`config.mk`:
```
export PLATFORM = sky130hd
export DESIGN_NAME = csa_seq_ctrl
export DESIGN_NICKNAME = d
export VERILOG_FILES = /design/src/rtl/csa_seq_ctrl.sv
export SDC_FILE = /design/constraint.sdc
export NUM_CORES = 1
export LEC_CHECK = 0
export ABC_AREA = 1
export BUFFER_PORTS_ARGS = -buffer_cell sky130_fd_sc_hd__buf_4
export CORE_MARGIN = 10
export CORE_UTILIZATION = 49
export CTS_CLUSTER_DIAMETER = 120
export DETAILED_ROUTE_END_ITERATION = 10
export GPL_ROUTABILITY_DRIVEN = 0
export PLACE_DENSITY = 0.86
export RECOVER_POWER = 50
export SETUP_SLACK_MARGIN = 0.4
export SYNTH_ARGS = -nofsm -noshare
export SYNTH_HDL_FRONTEND = slang
export SYNTH_SLANG_ARGS = --single-unit
```
`constraint.sdc`:
```
create_clock -name clk -period 3.1 [get_ports clk]
set_input_delay 0.62 -clock clk [delete_from_list [all_inputs] [get_ports clk]]
set_output_delay 0.62 -clock clk [all_outputs]
set_load 0.05 [all_outputs]
```
`src/rtl/csa_seq_ctrl.sv`:
```
// Sequenced WIDTH-bit adder: one 4-bit carry-skip slice is iterated LSB nibble first,
// with a registered carry between passes and a count of slices that took the skip path.

module csa_skip4 (
  input  logic [3:0] i_a,
  input  logic [3:0] i_b,
  input  logic       i_c,
  output logic [3:0] o_s,
  output logic       o_c,
  output logic       o_skip
);

  logic [3:0] w_p;
  logic [3:0] w_g;
  logic       w_ripple;

  assign w_p    = i_a ^ i_b;
  assign w_g    = i_a & i_b;
  assign o_skip = &w_p;

  always_comb begin
    o_s      = '0;
    w_ripple = i_c;
    for (int unsigned i = 0; i < 4; i++) begin
      o_s[i]   = w_p[i] ^ w_ripple;
      w_ripple = w_g[i] | (w_p[i] & w_ripple);
    end
  end

  // With every propagate bit set the ripple carry equals i_c, so bypassing it is exact.
  assign o_c = o_skip ? i_c : w_ripple;

endmodule

module csa_seq_ctrl #(
  parameter  int unsigned WIDTH  = 16,
  localparam int unsigned NSLICE = WIDTH / 4,
  localparam int unsigned CW     = $clog2(NSLICE + 1)
) (
  input  logic             clk,
  input  logic             rst_n,
  input  logic             start,
  input  logic [WIDTH-1:0] a,
  input  logic [WIDTH-1:0] b,
  input  logic             c_in,
  output logic             busy,
  output logic             done,
  output logic [WIDTH-1:0] s,
  output logic             c_out,
  output logic [CW-1:0]    skip_cnt
);

  typedef enum logic [1:0] {
    S_IDLE,
    S_RUN,
    S_DONE
  } state_t;

  localparam logic [CW-1:0] LAST_IDX = CW'(NSLICE - 1);

  state_t           r_state;
  logic [WIDTH-1:0] r_a;
  logic [WIDTH-1:0] r_b;
  logic             r_carry;
  logic [CW-1:0]    r_idx;
  logic [CW-1:0]    r_skip_cnt;
  logic [WIDTH-1:0] r_s;
  logic             r_c_out;

  logic [3:0]       w_a_nib;
  logic [3:0]       w_b_nib;
  logic [3:0]       w_sum;
  logic             w_carry;
  logic             w_skip;

  always_comb begin
    w_a_nib = '0;
    w_b_nib = '0;
    for (int unsigned i = 0; i < NSLICE; i++) begin
      if (r_idx == CW'(i)) begin
        w_a_nib = r_a[4*i +: 4];
        w_b_nib = r_b[4*i +: 4];
      end
    end
  end

  csa_skip4 u_slice (
    .i_a    (w_a_nib),
    .i_b    (w_b_nib),
    .i_c    (r_carry),
    .o_s    (w_sum),
    .o_c    (w_carry),
    .o_skip (w_skip)
  );

  always_ff @(posedge clk or negedge rst_n) begin
    if (!rst_n) begin
      r_state    <= S_IDLE;
      r_a        <= '0;
      r_b        <= '0;
      r_carry    <= 1'b0;
      r_idx      <= '0;
      r_skip_cnt <= '0;
      r_s        <= '0;
      r_c_out    <= 1'b0;
    end else begin
      case (r_state)
        S_IDLE, S_DONE: begin
          if (start) begin
            r_a        <= a;
            r_b        <= b;
            r_carry    <= c_in;
            r_idx      <= '0;
            r_skip_cnt <= '0;
            r_s        <= '0;
            r_c_out    <= 1'b0;
            r_state    <= S_RUN;
          end else begin
            r_state    <= S_IDLE;
          end
        end
        S_RUN: begin
          // Constant-index write per nibble keeps every part-select in range.
          for (int unsigned i = 0; i < NSLICE; i++) begin
            if (r_idx == CW'(i)) begin
              r_s[4*i +: 4] <= w_sum;
            end
          end
          r_carry    <= w_carry;
          r_skip_cnt <= r_skip_cnt + CW'(w_skip);
          r_idx      <= r_idx + CW'(1);
          if (r_idx == LAST_IDX) begin
            r_c_out <= w_carry;
            r_state <= S_DONE;
          end
        end
        default: r_state <= S_IDLE;
      endcase
    end
  end

  assign busy     = (r_state == S_RUN);
  assign done     = (r_state == S_DONE);
  assign s        = r_s;
  assign c_out    = r_c_out;
  assign skip_cnt = r_skip_cnt;

endmodule

```
==> summary.txt <==
Status
  • Outcome: complete, but fails checks
  • Failing checks: setup timing

Yosys
  • Syn Inst Count: 271
  • Syn Nets: 322
  • Average size of a mapped cell: 10.6 sq um
  • Register area share after synthesis: 0.507
  • Post-Synth XOR/XNOR Area: 0
  • Proportion of synthesized area in mux cells: 0.126
  • Synthesized area: 2860 sq um
  • Seq cells post-synth: 58
  • Synth Area in Compound Gates: 0.0625
  • Largest family of logic cells by synthesized area: simple AND/OR/NAND/NOR gates
  • Synth cell types: 27
  • Synthesis Warnings: 0
  • Adder-cell area share of the yosys netlist: 0.0761
  • Post-synthesis simple-gate area fraction: 0.163

Worst setup path
  • Worst endpoint required time: 3.37 ns
  • Critical path class: reg -> reg
  • Origin of the worst setup path: r_idx[0]
  • CP Launch Type: flip-flop
  • RR Endpoint: s[15]
  • R2R Setup Slk: -0.08 ns
  • WP data arrival: 3.45 ns
  • Worst setup EP type: flip-flop
  • RR Startpoint: r_idx[0]
  • Crit path to: s[15]
  • CP Depth: 15
  • Slowest Stage Delay on Critical Path: 0.48 ns
  • Critical Path Slowest Stage Cell: dfrtp_2
  • Worst path top cell family by delay: adder cells
  • Worst path cell trace: ha_4 > ha_4 > buf_4 > nand2_2 > nand2_2 > inv_2 > fa_2 > inv_2 > fa_2 > fa_2 > inv_2 > fa_1 > or2_4 > or2_0 > o21ai_1
  • Buffers plus inverters on the worst setup path: 4
  • Worst-path fanout max: 4
  • R2R cell count: 15

Power and ir drop
  • Pleak: 1.83 nW
  • Worst vdd ir: 663 uV
  • Pwr Density: 1320 nW/um^2

Timing
  • Post-layout min period: 3.18 ns
  • Max-slew headroom: 0.0566
  • Hold Fails Final Rpt: 0
  • Final worst slack: -0.0831 ns
  • Fmax: 0.314 GHz
  • Fin Clk Skew: 0.00337 ns
  • Post-route clock period utilization: 1.03
  • Setup violators final: 2
  • Fin. max-slew vios: 0
  • RSZ-0062 raised after global routing: yes
  • Slew @ Worst Pin: 1.42 ns

Worst hold path
  • Worst hold path type: reg -> reg

Floorplanning
  • Number of primary I/O pins: 58
  • Die H: 96.4 um
  • Initial Utilization: 0.513
  • Die footprint: 9300 sq um
  • Core Area: 5570 sq um
  • Row Count: 27
  • Die W: 96.4 um

Routing
  • Post-route DRC violation count: 0
  • Detail Route Antenna Nets: 0
  • Iteration count of the initial detailed-routing pass: 6
  • Initial DRC count: 80
  • Post-Route WL: 7.13 mm
  • Routed via count: 2197
  • Post-DR vias/cell: 5.16
  • Routed wire per std cell: 16.7 um

Clocking
  • H-tree Lvls: 3
  • Reg clk slew, reported paths: 0.07 ns
  • CTS buffer count: 9
  • CTS tree: yes
  • Worst skew pair latency: 0.35 ns
  • Clock root cell: clkbuf_8
  • Sink Count: 58
  • Buffer depth of the longest clock path: 2

Final layout
  • Final instance area: 3840 sq um
  • Nets: 400
  • Cell Count, Final, Fillers Out: 426
  • Register area: 1460 sq um
  • Syn-to-layout area delta: 34.2%
  • Area of the multi-input gates: 1380 sq um
  • Ratio of cells with drive above 1 in the final layout: 0.503
  • Fillers: 430
  • Number of diodes: 0

Global routing
  • GRT Util Overall: 0.164
  • Antenna violations before repair: 0
  • Pin count of the biggest net entering global routing: 59
  • Gr ovfl total: 0
  • Vias in the first global route: 2401
  • Global-route wire length before repair: 11.7 mm

Flow run
  • Max-cap violations: 0

Placed design
  • Cells after DPL: 398
  • Placed Area: 3370 sq um
  • Port Buffers: 57
  • Final HPWL DP: 4.80 mm
## layer usage
| metal | part of all wire | global-route usage |
|---|---|---|
| met1 | 0.39 | 0.189 |
| met2 | 0.49 | 0.262 |
| met3 | 0.095 | 0.0732 |
| met4 | 0.026 | 0.0678 |
| met5 | 0 | 0 |
## kinds of logic after synthesis
group | count (synthesis)
adders and majority gates | 15
and+or+nand+nor | 100
AOI/OAI and AO/OA | 32
buffers and inverters | 34
muxes | 32
DFF | 58
## how the worst min path moves through the flow
stage	cells past startpoint	end	startpoint	slack, ns
final	1	skip_cnt[2]	skip_cnt[2]	0.47
after global placement	1	skip_cnt[2]	skip_cnt[2]	0.45
after floorplan	0	c_out	rst_n	0.32
after detailed placement	1	skip_cnt[2]	skip_cnt[2]	0.47
after global routing	2	r_b[6]	b[6]	0.49
after CTS	1	skip_cnt[2]	rst_n	0.36
## sequential cells by signal, indices dropped and copies added, names as in the netlist
register  flops
s            16
r_b          16
r_state       2
r_a          16
skip_cnt      3
r_carry       1
r_idx         3
c_out         1
## synth_stat cells
| cell | count | area, sq um |
|---|---|---|
| o21ai_2 | 1 | 8.76 |
| buf_8 | 1 | 15.0 |
| nand2_2 | 3 | 18.8 |
| nand2_4 | 3 | 33.8 |
| nor2_4 | 1 | 11.3 |
| o21ai_1 | 4 | 20.0 |
| mux2_2 | 32 | 360 |
| nor2_2 | 1 | 6.26 |
| a21boi_4 | 1 | 18.8 |
| buf_6 | 5 | 56.3 |
| or2_0 | 4 | 25.0 |
| a21oi_1 | 7 | 35.0 |
| nor2_1 | 10 | 37.5 |
| ha_1 | 11 | 138 |
| clkbuf_1 | 1 | 3.75 |
| nand2_1 | 49 | 184 |
| buf_4 | 1 | 7.51 |
| o21ai_0 | 18 | 90.1 |
| inv_6 | 1 | 8.76 |
| inv_1 | 22 | 82.6 |
| or2_2 | 4 | 25.0 |
| dfrtp_1 | 58 | 1450 |
| inv_2 | 2 | 7.51 |
| fa_1 | 4 | 80.1 |
| nand3_1 | 25 | 125 |
| buf_2 | 1 | 5.00 |
| o22ai_1 | 1 | 6.26 |
## report_power, final
group	total [mW]	switching, mW	internal [mW]
clock	0.829	0.300	0.529
sequential	1.36	0.249	1.12
combinational	2.87	1.69	1.18
## layout by cell type, fill, tap and decap left out, types with 9 or more instances in the layout
| master | count |
|---|---|
| buf_4 | 72 |
| nand3_1 | 23 |
| clkbuf_8 | 9 |
| mux2_2 | 32 |
| nand2_1 | 41 |
| dfrtp_1 | 55 |
| o21ai_0 | 11 |
| nand2_2 | 11 |
| inv_1 | 13 |
## cell type report
type	instances	area share
Sequential cell	58	0.379
Multi-Input combinational cell	179	0.359
Timing Repair Buffer	76	0.151
Clock buffer	10	0.0332
Inverter	25	0.0277
Clock inverter	6	0.0274
Tap cell	72	0.0235
## timing repair
item / 4_1_cts / 5_1_grt
endpoints found under the setup margin: 11 / 12
pin swaps: 10 / 5
gates cloned: 0 / 0
buffers inserted: 11 / 1
resized for setup: 34 / 15
hold buffers: 0 / 0
## stage by stage
step	hold WS, ns	setup TNS [ns]	util	setup WS [ns]	power, mW
floorplan	0.324	0	-	0.112	3.10
global placement	0.452	0	0.605	0.0216	3.60
detailed placement	0.466	-0.215	0.605	-0.149	3.72
CTS	0.359	-0.0213	0.679	-0.0213	4.85
global route	0.486	-0.462	0.689	-0.208	5.47
finish	0.472	-0.0881	0.689	-0.0831	5.06
No activity file was read; power rests on OpenSTA's default activity.
